==> src/rtl/maze_player_core.sv <==
// maze_player_core
// Player-motion and scoring engine for the maze game. Owns the player pixel
// position, heading, visited-cell map, food score, elapsed-seconds counter and
// end-of-game detection for a COLS x ROWS grid of 2^CELL_LOG2-pixel cells.
//
// Ports:
//   clk, rst            clock; synchronous active-low reset (clears final_score)
//   restart             pulse: start a new game, final_score is kept
//   enable              movement grant; tick and state advance only when high
//   btn[3:0]            turn requests: 0 right, 1 down, 2 left, 3 up
//   h_walls             top wall of cell (c,r) at bit r*COLS+c
//   v_walls             left wall of cell (c,r) at bit r*(COLS+1)+c
//   food                2-bit food class of cell (c,r) at bits 2*(r*COLS+c)
//   pos_x, pos_y        player pixel position
//   direction, moving   current heading; player advances on next tick
//   score, seconds      running score (saturating), elapsed seconds (saturating)
//   final_score, done   result of last finished game; game-over flag
//
// Build option: define MAZE_CORE_TIME_PENALTY_EN to subtract the elapsed
// seconds from the final score (clamped at zero).

module maze_player_core #(
    parameter int COLS         = 10,
    parameter int ROWS         = 15,
    parameter int CELL_LOG2    = 5,
    parameter int SPEED_FACTOR = 32,
    parameter int FREQUENCY    = 50000000,
    parameter int COST0        = 1,
    parameter int COST1        = 4,
    parameter int COST2        = 16,
    parameter int COST3        = 64,
    parameter int SCORE_W      = 16,
    localparam int XW          = $clog2(COLS) + CELL_LOG2,
    localparam int YW          = $clog2(ROWS) + CELL_LOG2
) (
    input  logic                       clk,
    input  logic                       rst,
    input  logic                       restart,
    input  logic                       enable,
    input  logic [3:0]                 btn,
    input  logic [(ROWS+1)*COLS-1:0]   h_walls,
    input  logic [ROWS*(COLS+1)-1:0]   v_walls,
    input  logic [2*ROWS*COLS-1:0]     food,
    output logic [XW-1:0]              pos_x,
    output logic [YW-1:0]              pos_y,
    output logic [1:0]                 direction,
    output logic                       moving,
    output logic [SCORE_W-1:0]         score,
    output logic [15:0]                seconds,
    output logic [SCORE_W-1:0]         final_score,
    output logic                       done
);

    localparam int NCELL = ROWS * COLS;
    localparam int TW    = $clog2(SPEED_FACTOR);
    localparam int PW    = $clog2(FREQUENCY);

    typedef enum logic [1:0] {StIdle, StDecide, StMove, StDone} state_t;

    state_t               state_q, state_d;
    logic [XW-1:0]        pos_x_q, pos_x_d;
    logic [YW-1:0]        pos_y_q, pos_y_d;
    logic [1:0]           dir_q, dir_d;
    logic                 moving_q, moving_d;
    logic [SCORE_W-1:0]   score_q, score_d;
    logic [15:0]          seconds_q, seconds_d;
    logic [PW-1:0]        presc_q, presc_d;
    logic [TW-1:0]        tick_q, tick_d;
    logic [NCELL-1:0]     visited_q, visited_d;
    logic [1:0]           pend_q, pend_d;
    logic                 pend_valid_q, pend_valid_d;
    logic                 done_q, done_d;
    logic [SCORE_W-1:0]   final_q, final_d;

    // Current-cell decode
    int unsigned          cx, cy, cidx, vidx;
    logic [3:0]           free_dir;
    logic [1:0]           food_class;
    logic [31:0]          cost;
    logic [SCORE_W+32:0]  sum;
    logic [SCORE_W-1:0]   score_sat;
    logic [NCELL-1:0]     cell_bit;
    logic [XW-1:0]        step_x;
    logic [YW-1:0]        step_y;
    logic                 step_aligned;
    logic [1:0]           btn_low;

    always_comb begin
        cx   = 32'(pos_x_q >> CELL_LOG2);
        cy   = 32'(pos_y_q >> CELL_LOG2);
        cidx = cy * COLS + cx;
        vidx = cy * (COLS + 1) + cx;
        // A side is open only if its wall bit is clear and a neighbour exists
        free_dir[0] = !1'(v_walls >> (vidx + 1)) && (cx < COLS - 1);
        free_dir[1] = !1'(h_walls >> (cidx + COLS)) && (cy < ROWS - 1);
        free_dir[2] = !1'(v_walls >> vidx) && (cx > 0);
        free_dir[3] = !1'(h_walls >> cidx) && (cy > 0);
        food_class  = 2'(food >> (2 * cidx));
        cell_bit    = {{(NCELL-1){1'b0}}, 1'b1} << cidx;
    end

    always_comb begin
        case (food_class)
            2'd0:    cost = 32'(COST0);
            2'd1:    cost = 32'(COST1);
            2'd2:    cost = 32'(COST2);
            default: cost = 32'(COST3);
        endcase
        sum = (SCORE_W+33)'(score_q) + (SCORE_W+33)'(cost);
        // Any carry into the upper bits means the score would overflow
        if (sum[SCORE_W+32:SCORE_W] != '0) begin
            score_sat = '1;
        end else begin
            score_sat = sum[SCORE_W-1:0];
        end
    end

    always_comb begin
        step_x = pos_x_q;
        step_y = pos_y_q;
        case (dir_q)
            2'd0:    step_x = pos_x_q + XW'(1);
            2'd1:    step_y = pos_y_q + YW'(1);
            2'd2:    step_x = pos_x_q - XW'(1);
            default: step_y = pos_y_q - YW'(1);
        endcase
        step_aligned = (step_x[CELL_LOG2-1:0] == '0) && (step_y[CELL_LOG2-1:0] == '0);
        if (btn[0]) begin
            btn_low = 2'd0;
        end else if (btn[1]) begin
            btn_low = 2'd1;
        end else if (btn[2]) begin
            btn_low = 2'd2;
        end else begin
            btn_low = 2'd3;
        end
    end

    always_comb begin
        state_d      = state_q;
        pos_x_d      = pos_x_q;
        pos_y_d      = pos_y_q;
        dir_d        = dir_q;
        moving_d     = moving_q;
        score_d      = score_q;
        seconds_d    = seconds_q;
        presc_d      = presc_q;
        tick_d       = tick_q;
        visited_d    = visited_q;
        pend_d       = pend_q;
        pend_valid_d = pend_valid_q;
        done_d       = done_q;
        final_d      = final_q;

        // Wall-clock time runs while a game is in progress, regardless of enable
        if (state_q == StDecide || state_q == StMove) begin
            if (presc_q == PW'(FREQUENCY - 1)) begin
                presc_d = '0;
                if (seconds_q != 16'hFFFF) begin
                    seconds_d = seconds_q + 16'd1;
                end
            end else begin
                presc_d = presc_q + PW'(1);
            end
        end

        case (state_q)
            StIdle: begin
                if (enable) begin
                    state_d = StDecide;
                end
            end
            StDecide: begin
                if (enable) begin
                    if ((visited_q & cell_bit) == '0) begin
                        score_d = score_sat;
                    end
                    visited_d = visited_q | cell_bit;
                    if (&(visited_q | cell_bit)) begin
                        state_d  = StDone;
                        moving_d = 1'b0;
                    end else begin
                        if (pend_valid_q && free_dir[pend_q]) begin
                            dir_d        = pend_q;
                            moving_d     = 1'b1;
                            pend_valid_d = 1'b0;
                        end else begin
                            moving_d = free_dir[dir_q];
                        end
                        state_d = StMove;
                    end
                end
            end
            StMove: begin
                if (enable) begin
                    if (tick_q == TW'(SPEED_FACTOR - 1)) begin
                        tick_d = '0;
                        if (moving_q) begin
                            pos_x_d = step_x;
                            pos_y_d = step_y;
                        end
                        if (!moving_q || step_aligned) begin
                            state_d = StDecide;
                        end
                    end else begin
                        tick_d = tick_q + TW'(1);
                    end
                end
            end
            default: begin
                done_d = 1'b1;
`ifdef MAZE_CORE_TIME_PENALTY_EN
                if (32'(seconds_q) > 32'(score_q)) begin
                    final_d = '0;
                end else begin
                    final_d = SCORE_W'(32'(score_q) - 32'(seconds_q));
                end
`else
                final_d = score_q;
`endif
            end
        endcase

        // A press in the decision cycle re-arms the request after consumption
        if (state_q != StDone && btn != 4'd0) begin
            pend_d       = btn_low;
            pend_valid_d = 1'b1;
        end

        if (restart) begin
            state_d      = StIdle;
            pos_x_d      = '0;
            pos_y_d      = '0;
            dir_d        = 2'd2;
            moving_d     = 1'b0;
            score_d      = '0;
            seconds_d    = '0;
            presc_d      = '0;
            tick_d       = '0;
            visited_d    = '0;
            pend_d       = '0;
            pend_valid_d = 1'b0;
            done_d       = 1'b0;
        end
    end

    always_ff @(posedge clk) begin
        if (!rst) begin
            state_q      <= StIdle;
            pos_x_q      <= '0;
            pos_y_q      <= '0;
            dir_q        <= 2'd2;
            moving_q     <= 1'b0;
            score_q      <= '0;
            seconds_q    <= '0;
            presc_q      <= '0;
            tick_q       <= '0;
            visited_q    <= '0;
            pend_q       <= '0;
            pend_valid_q <= 1'b0;
            done_q       <= 1'b0;
            final_q      <= '0;
        end else begin
            state_q      <= state_d;
            pos_x_q      <= pos_x_d;
            pos_y_q      <= pos_y_d;
            dir_q        <= dir_d;
            moving_q     <= moving_d;
            score_q      <= score_d;
            seconds_q    <= seconds_d;
            presc_q      <= presc_d;
            tick_q       <= tick_d;
            visited_q    <= visited_d;
            pend_q       <= pend_d;
            pend_valid_q <= pend_valid_d;
            done_q       <= done_d;
            final_q      <= final_d;
        end
    end

    assign pos_x       = pos_x_q;
    assign pos_y       = pos_y_q;
    assign direction   = dir_q;
    assign moving      = moving_q;
    assign score       = score_q;
    assign seconds     = seconds_q;
    assign final_score = final_q;
    assign done        = done_q;

endmodule

==> config.mk <==
export PLATFORM = sky130hd
export DESIGN_NAME = maze_player_core
export DESIGN_NICKNAME = d
export VERILOG_FILES = /design/src/rtl/maze_player_core.sv
export SDC_FILE = /design/constraint.sdc
export NUM_CORES = 1
export LEC_CHECK = 0
export BUFFER_PORTS_ARGS = -buffer_cell sky130_fd_sc_hd__buf_2
export CAP_MARGIN = 20
export CORE_AREA = 2 2 272 274
export DETAILED_ROUTE_END_ITERATION = 10
export DIE_AREA = 0 0 274 276
export GPL_TIMING_DRIVEN = 0
export PLACE_DENSITY = 0.51
export SYNTH_ARGS = -nofsm -noshare
export SYNTH_HDL_FRONTEND = slang
export SYNTH_SLANG_ARGS = --single-unit
==> constraint.sdc <==
create_clock -name clk -period 17.7 [get_ports clk]
set_clock_uncertainty 0.2 [all_clocks]
set_input_delay 2.655 -clock clk [delete_from_list [all_inputs] [get_ports clk]]
set_output_delay 2.655 -clock clk [all_outputs]
set_load 0.02 [all_outputs]
=== Yosys cells after proc, flatten, opt, wreduce, memory -nomap -nowiden ===
Cells that the tools add are included.

* Word-level logic and storage cells: 131
* Bits in registers: 256
* Output and inout bits: 70

* Multiplexer cells: 27
* Multiply operators: 2
* $add $sub $neg: 12
* Magnitude comparators: 6
* Shift operators: 6
* Reduce and logical (&&, ||, !) cells: 41
* Bitwise gates (word level): 5
* Equal/unequal tests: 16

{| class="wikitable"
|+ Operators with widths
! cell !! number
|-
| $shr 300x10->2 || 1
|-
| $shr 165x10->1 || 1
|-
| $shr 165x9->1 || 1
|-
| $shr 160x10->1 || 1
|-
| $shr 160x9->1 || 1
|-
| $and 150x150->150 || 1
|-
| $logic_not 150->1 || 1
|-
| $or 150x150->150 || 1
|-
| $reduce_and 150->1 || 1
|-
| $shl 1x9->150 const A || 1
|-
| $pmux 9 s2 || 2
|-
| $add 16x32->33 || 1
|-
| $reduce_bool 33->1 || 1
|-
| $add 26x1->26 const B || 1
|-
| $eq 26x26->1 const B || 1
|-
| $mux 26 || 1
|-
| $pmux 7 s3 || 1
|-
| $add 8x4->9 || 2
|-
| $add 9x1->9 const B || 2
|-
| $sub 9x1->9 const B || 2
|-
| $add 16x1->16 const B || 1
|-
| $mux 16 || 1
|-
| $ne 16x16->1 const B || 1
|-
| $mux 2 || 7
|-
| 33 further kinds || 81
|}

=== Depth between registers and ports, before layout ===
* Depth in word-level cells: 14
* Depth in mapped cells: 29
* Gate-level depth less buffers: 24

=== Worst setup path before layout ===
OpenSTA, ideal clock, no wires.

* Path type: input to register
* From: input food[79]
* To: register score_q[5] (netlist: score[5])
* Setup slack: 11.016 ns
* Required time: 17.385 ns
* Arrival time: 6.369 ns
* Path buffers: 1
* Stages on the path: 17
* Library setup time: 0.115 ns
* Path through: mux4_2 > mux4_2 > mux4_2 > mux2_2 > o21a_1 > nor2_1 > ha_1 > a21oi_1 > nor2b_1 > and2_1 > o21a_1 > a21oi_1 > inv_1 > nand2_1 > clkbuf_1 > a41o_1 > nor2_1

* Word-level cells in the longest chain between the ends: 6
* Elaborated cells on any way between the ends: 8
* Those cells by class: add/sub: 1; eq/ne: 2; shift: 1; mux: 2; reduce/logical: 2

{| class="wikitable"
|+ RTL lines
! item !! line !! source
|-
| start: declaration || 43 || <nowiki>input logic [2*ROWS*COLS-1:0] food,</nowiki>
|-
| $shr 300x10->2 (*) || 98 || <nowiki>food_class = 2'(food >> (2 * cidx));</nowiki>
|-
| $eq 2x2->1 (tied with other cells) || 103 || <nowiki>case (food_class)</nowiki>
|-
| $pmux 7 s3 (*) || 103 ||
|-
| $add 16x32->33 (*) || 109 || <nowiki>sum = (SCORE_W+33)'(score_q) + (SCORE_W+33)'(cost);</nowiki>
|-
| $reduce_bool 33->1 || 111 || <nowiki>if (sum[SCORE_W+32:SCORE_W] != '0) begin</nowiki>
|-
| $mux 16 (*) || 111 ||
|-
| end signal: assignment || 269 || <nowiki>score_q <= score_d;</nowiki>
|-
| end: declaration || 65 || <nowiki>logic [SCORE_W-1:0] score_q, score_d;</nowiki>
|}

Mark *: on every way between the ends. The rest lies on a longest branch, timed or not.
A chain may end at the register's enable or synchronous reset.

=== Worst setup path in the final report ===
* From: register pos_y_q[5] (netlist: pos_y[5])
* To: register score_q[3] (netlist: score[3])

* Word-level cells in the longest chain between the ends: 8
* Elaborated cells on any way between the ends: 14
* Those cells by class: add/sub: 2; mul: 1; eq/ne: 2; shift: 2; mux: 2; bitwise: 1; reduce/logical: 4

{| class="wikitable"
|+ RTL lines
! item !! line !! source
|-
| start: declaration || 62 || <nowiki>logic [YW-1:0] pos_y_q, pos_y_d;</nowiki>
|-
| start signal: assignment || 266 || <nowiki>pos_y_q <= pos_y_d;</nowiki>
|-
| $mul 4x3->7 (*) || 91 || <nowiki>cidx = cy * COLS + cx;</nowiki>
|-
| $add 8x4->9 (*) || 91 ||
|-
| $shr 300x10->2 || 98 ||
|-
| $eq 2x2->1 (tied with other cells) || 103 ||
|-
| $pmux 7 s3 || 103 ||
|-
| $add 16x32->33 || 109 ||
|-
| $reduce_bool 33->1 || 111 ||
|-
| $mux 16 || 111 ||
|}

Marked as above.

==> impl_metrics.tcl <==
set metrics [dict create \
    status "finished, final reports clean" \
    wirelength_um 136000 \
    io_buffer_count 702 \
    power_uw 1460 \
    setup_tns_ps 0 \
    fillers 7517 \
    path_buf_inv 7 \
    finalCritPeriodShare_pct 51.3 \
    grtUsageTotal_pct 34.5 \
    dieWidth_um 274 \
    ys_seq_elements 256 \
    vias_per_cell 6.24 \
    antenna_found_initial 31 \
    synth_flop_cell "dfxtp_1" \
    pin_count 703 \
    ys_types 103 \
    dieHeight_um 276 \
    tritoncts "yes" \
    dpl_cell_area_sq_um 27300 \
    finish.utilization_pct 39.2 \
    synth_commonest_cells "nor2_1, mux4_2, dfxtp_1" \
    die_area_sq_um 75600 \
    fin_area_sq_um 28500 \
    seq_area_frac_synth_pct 22.9 \
    crit_type "reg2reg" \
    synthesis.area_sq_um 22400 \
    post-cts-setup-buffer-count 0 \
    fmax_mhz 110 \
    layout-drive-gt1-share_pct 37.9 \
    critPathLaunchType "flop" \
    hold_buffers 0 \
    arrival_ps 9360 \
    cp_max_fo 10 \
    synth_cells 2355 \
    slew_violations 0 \
    fin_nets 3793 \
    first_pass_iters 7 \
    dp_hpwl_um 111000 \
    rsz0062_at_grt "no" \
    cp.required_ps 17980 \
    p_leak_uw 0.0105 \
    numCtsBuffers 31 \
    grt-ovfl-total 0 \
    final.min_clock_period_ps 9080 \
    clk_pin_slew_ps 60 \
    post-place-cells 4026 \
    cts_root_buf "clkbuf_16" \
    ir_drop_mv 0.0637 \
    gp_congestion 1.04 \
    via_count 25637 \
    core_sq_um 72600 \
    cpPeakStageDelay_ps 940 \
    placementRows 99 \
    cts_max_path_buffers 3 \
    p_per_area_nw_per_um2 51.2 \
    min_path_type "reg2reg" \
    ys_warn_count 0 \
    yosysMostFrequentCell "nor2_1" \
    crit_path_end_kind "flop" \
    cts_htree_levels 1 \
    initial_core_util_pct 30.9 \
    grt_max_degree 16 \
    drc 0 \
    hold_viol 0 \
    slew_headroom_pct 15.0 \
    synth.area.top_cells "mux4_2, dfxtp_1, a21oi_1, nor2_1, mux2i_1" \
    tightest_slew_ps 1270 \
    path_delay_family "buffers and inverters" \
    synth_nets 3045 \
    area_growth_pct 27.1 \
    drtIter0Drc 2762 \
    stdcell_count 4108 \
    maxCapViolations 0 \
    grt_pass1_vias 25243 \
    yosysTopAreaCellShare_pct 26.6 \
    synth-edff-count 0 \
    clock-sinks 256 \
    routedWlPerCell_um 33.1 \
    syn_area_per_cell_sq_um 9.51 \
    setup_viol 0 \
    yosys.area.top_type "mux4_2" \
    post_cts_resized 0 \
    grt_pass1_wl_um 188000 \
    clk_latency_ps 600 \
    antenna_left 0 \
    slowest_stage "clkbuf_1" \
    synth-async-reset-ratio_pct 0 \
]
==> registers in the layout, indices dropped and copies added (netlist names) <==
register and count:
presc_q 26, visited_q 150, seconds 16, tick_q 5, score 16, pend_valid_q 1
pos_y 9, state_q 2, direction 2, pos_x 9, pend_q 2, moving 1
done 1, final_score 16
==> final timing paths <==
| kind | start | depth (start not counted) | endpoint | slack [ps] |
|---|---|---|---|---|
| worst max-delay path | pos_y[5]$_SDFFE_PP0P_ | 25 | score[3]$_SDFFE_PP0P_ | 8620 |
| worst min-delay path | tick_q[4]$_SDFFE_PP0P_ | 2 | tick_q[4]$_SDFFE_PP0P_ | 270 |
| worst max register to register | pos_y[5]$_SDFFE_PP0P_ | 25 | score[3]$_SDFFE_PP0P_ | 8620 |
| worst min register to register | tick_q[4]$_SDFFE_PP0P_ | 2 | tick_q[4]$_SDFFE_PP0P_ | 270 |
==> power by group <==
group | total (uW) | switching [uW] | leakage [uW] | internal (uW)
Clock | 686 | 267 | 0.000533 | 418
Combinational | 193 | 91.2 | 0.00794 | 102
Sequential | 578 | 1.25 | 0.00206 | 577
Total | 1460 | 360 | 0.0105 | 1100
==> worst min-delay path, delay by kind of cell, from the launching register on <==
family	cells	cell delay, ps
AO/OA/AOI/OAI	1	50
flip-flops	1	310
AND/OR/NAND/NOR	1	50
==> per-layer routing <==
| layer | vias to the layer above | track usage (%) | share of wire (%) |
|---|---|---|---|
| met4 | 10 | 20.7 | 6.8 |
| met3 | 408 | 7.43 | 9.2 |
| met1 | 12654 | 41.7 | 38 |
| met2 | 1767 | 56.0 | 46 |
| met5 | - | 0 | 0.044 |
| li1 | 10798 | - | - |
==> metrics by stage <==
| step | hold WS (ps) | setup WS, ps |
|---|---|---|
| 2_1_floorplan | 241 | 11020 |
| 3_3_place_gp | 256 | 8740 |
| 3_5_place_dp | 260 | 8830 |
| 4_1_cts | 269 | 8830 |
| 5_1_grt | 293 | 8400 |
| 6_report | 266 | 8620 |
==> cells in the final DEF, fill, tap and decap left out, drive strengths merged, types with 35 or more instances in the layout <==
master / synthesis / routed
dfxtp: 256 / 256
clkbuf: 110 / 154
o21ai: 41 / 41
nor3: 50 / 50
nand4: 40 / 40
buf: 101 / 816
mux4: 265 / 265
nor2: 290 / 290
a21oi: 237 / 237
ha: 50 / 50
xnor2: 35 / 35
inv: 43 / 45
mux2i: 78 / 78
nand2: 123 / 123
nand3: 62 / 62
a31oi: 121 / 121
==> cell type report <==
cell class	instances	area [sq um]	area share (%)
well taps	959	1200	4.22
multi-input cells	1845	16200	56.9
clock buffers	44	885	3.11
plain buffers	211	947	3.33
clock inverters	12	196	0.690
inverters	43	161	0.567
diodes	23	57.6	0.202
flip-flops and latches	256	5120	18.0
repair buffers	715	3690	13.0
==> kinds of logic (layout without fill, tap and decap cells) <==
logic type | count (synthesis) | in the layout | synth area share (%)
compound gates | 623 | 623 | 18.7
buf+inv | 254 | 1025 | 4.95
flops | 256 | 256 | 22.9
xor+xnor | 64 | 64 | 2.57
simple gates | 747 | 747 | 16.7
other cells | 0 | 23 | 0
mux | 354 | 354 | 30.7
fa+ha+maj | 57 | 57 | 3.42
No activity file was read; power rests on OpenSTA's default activity.
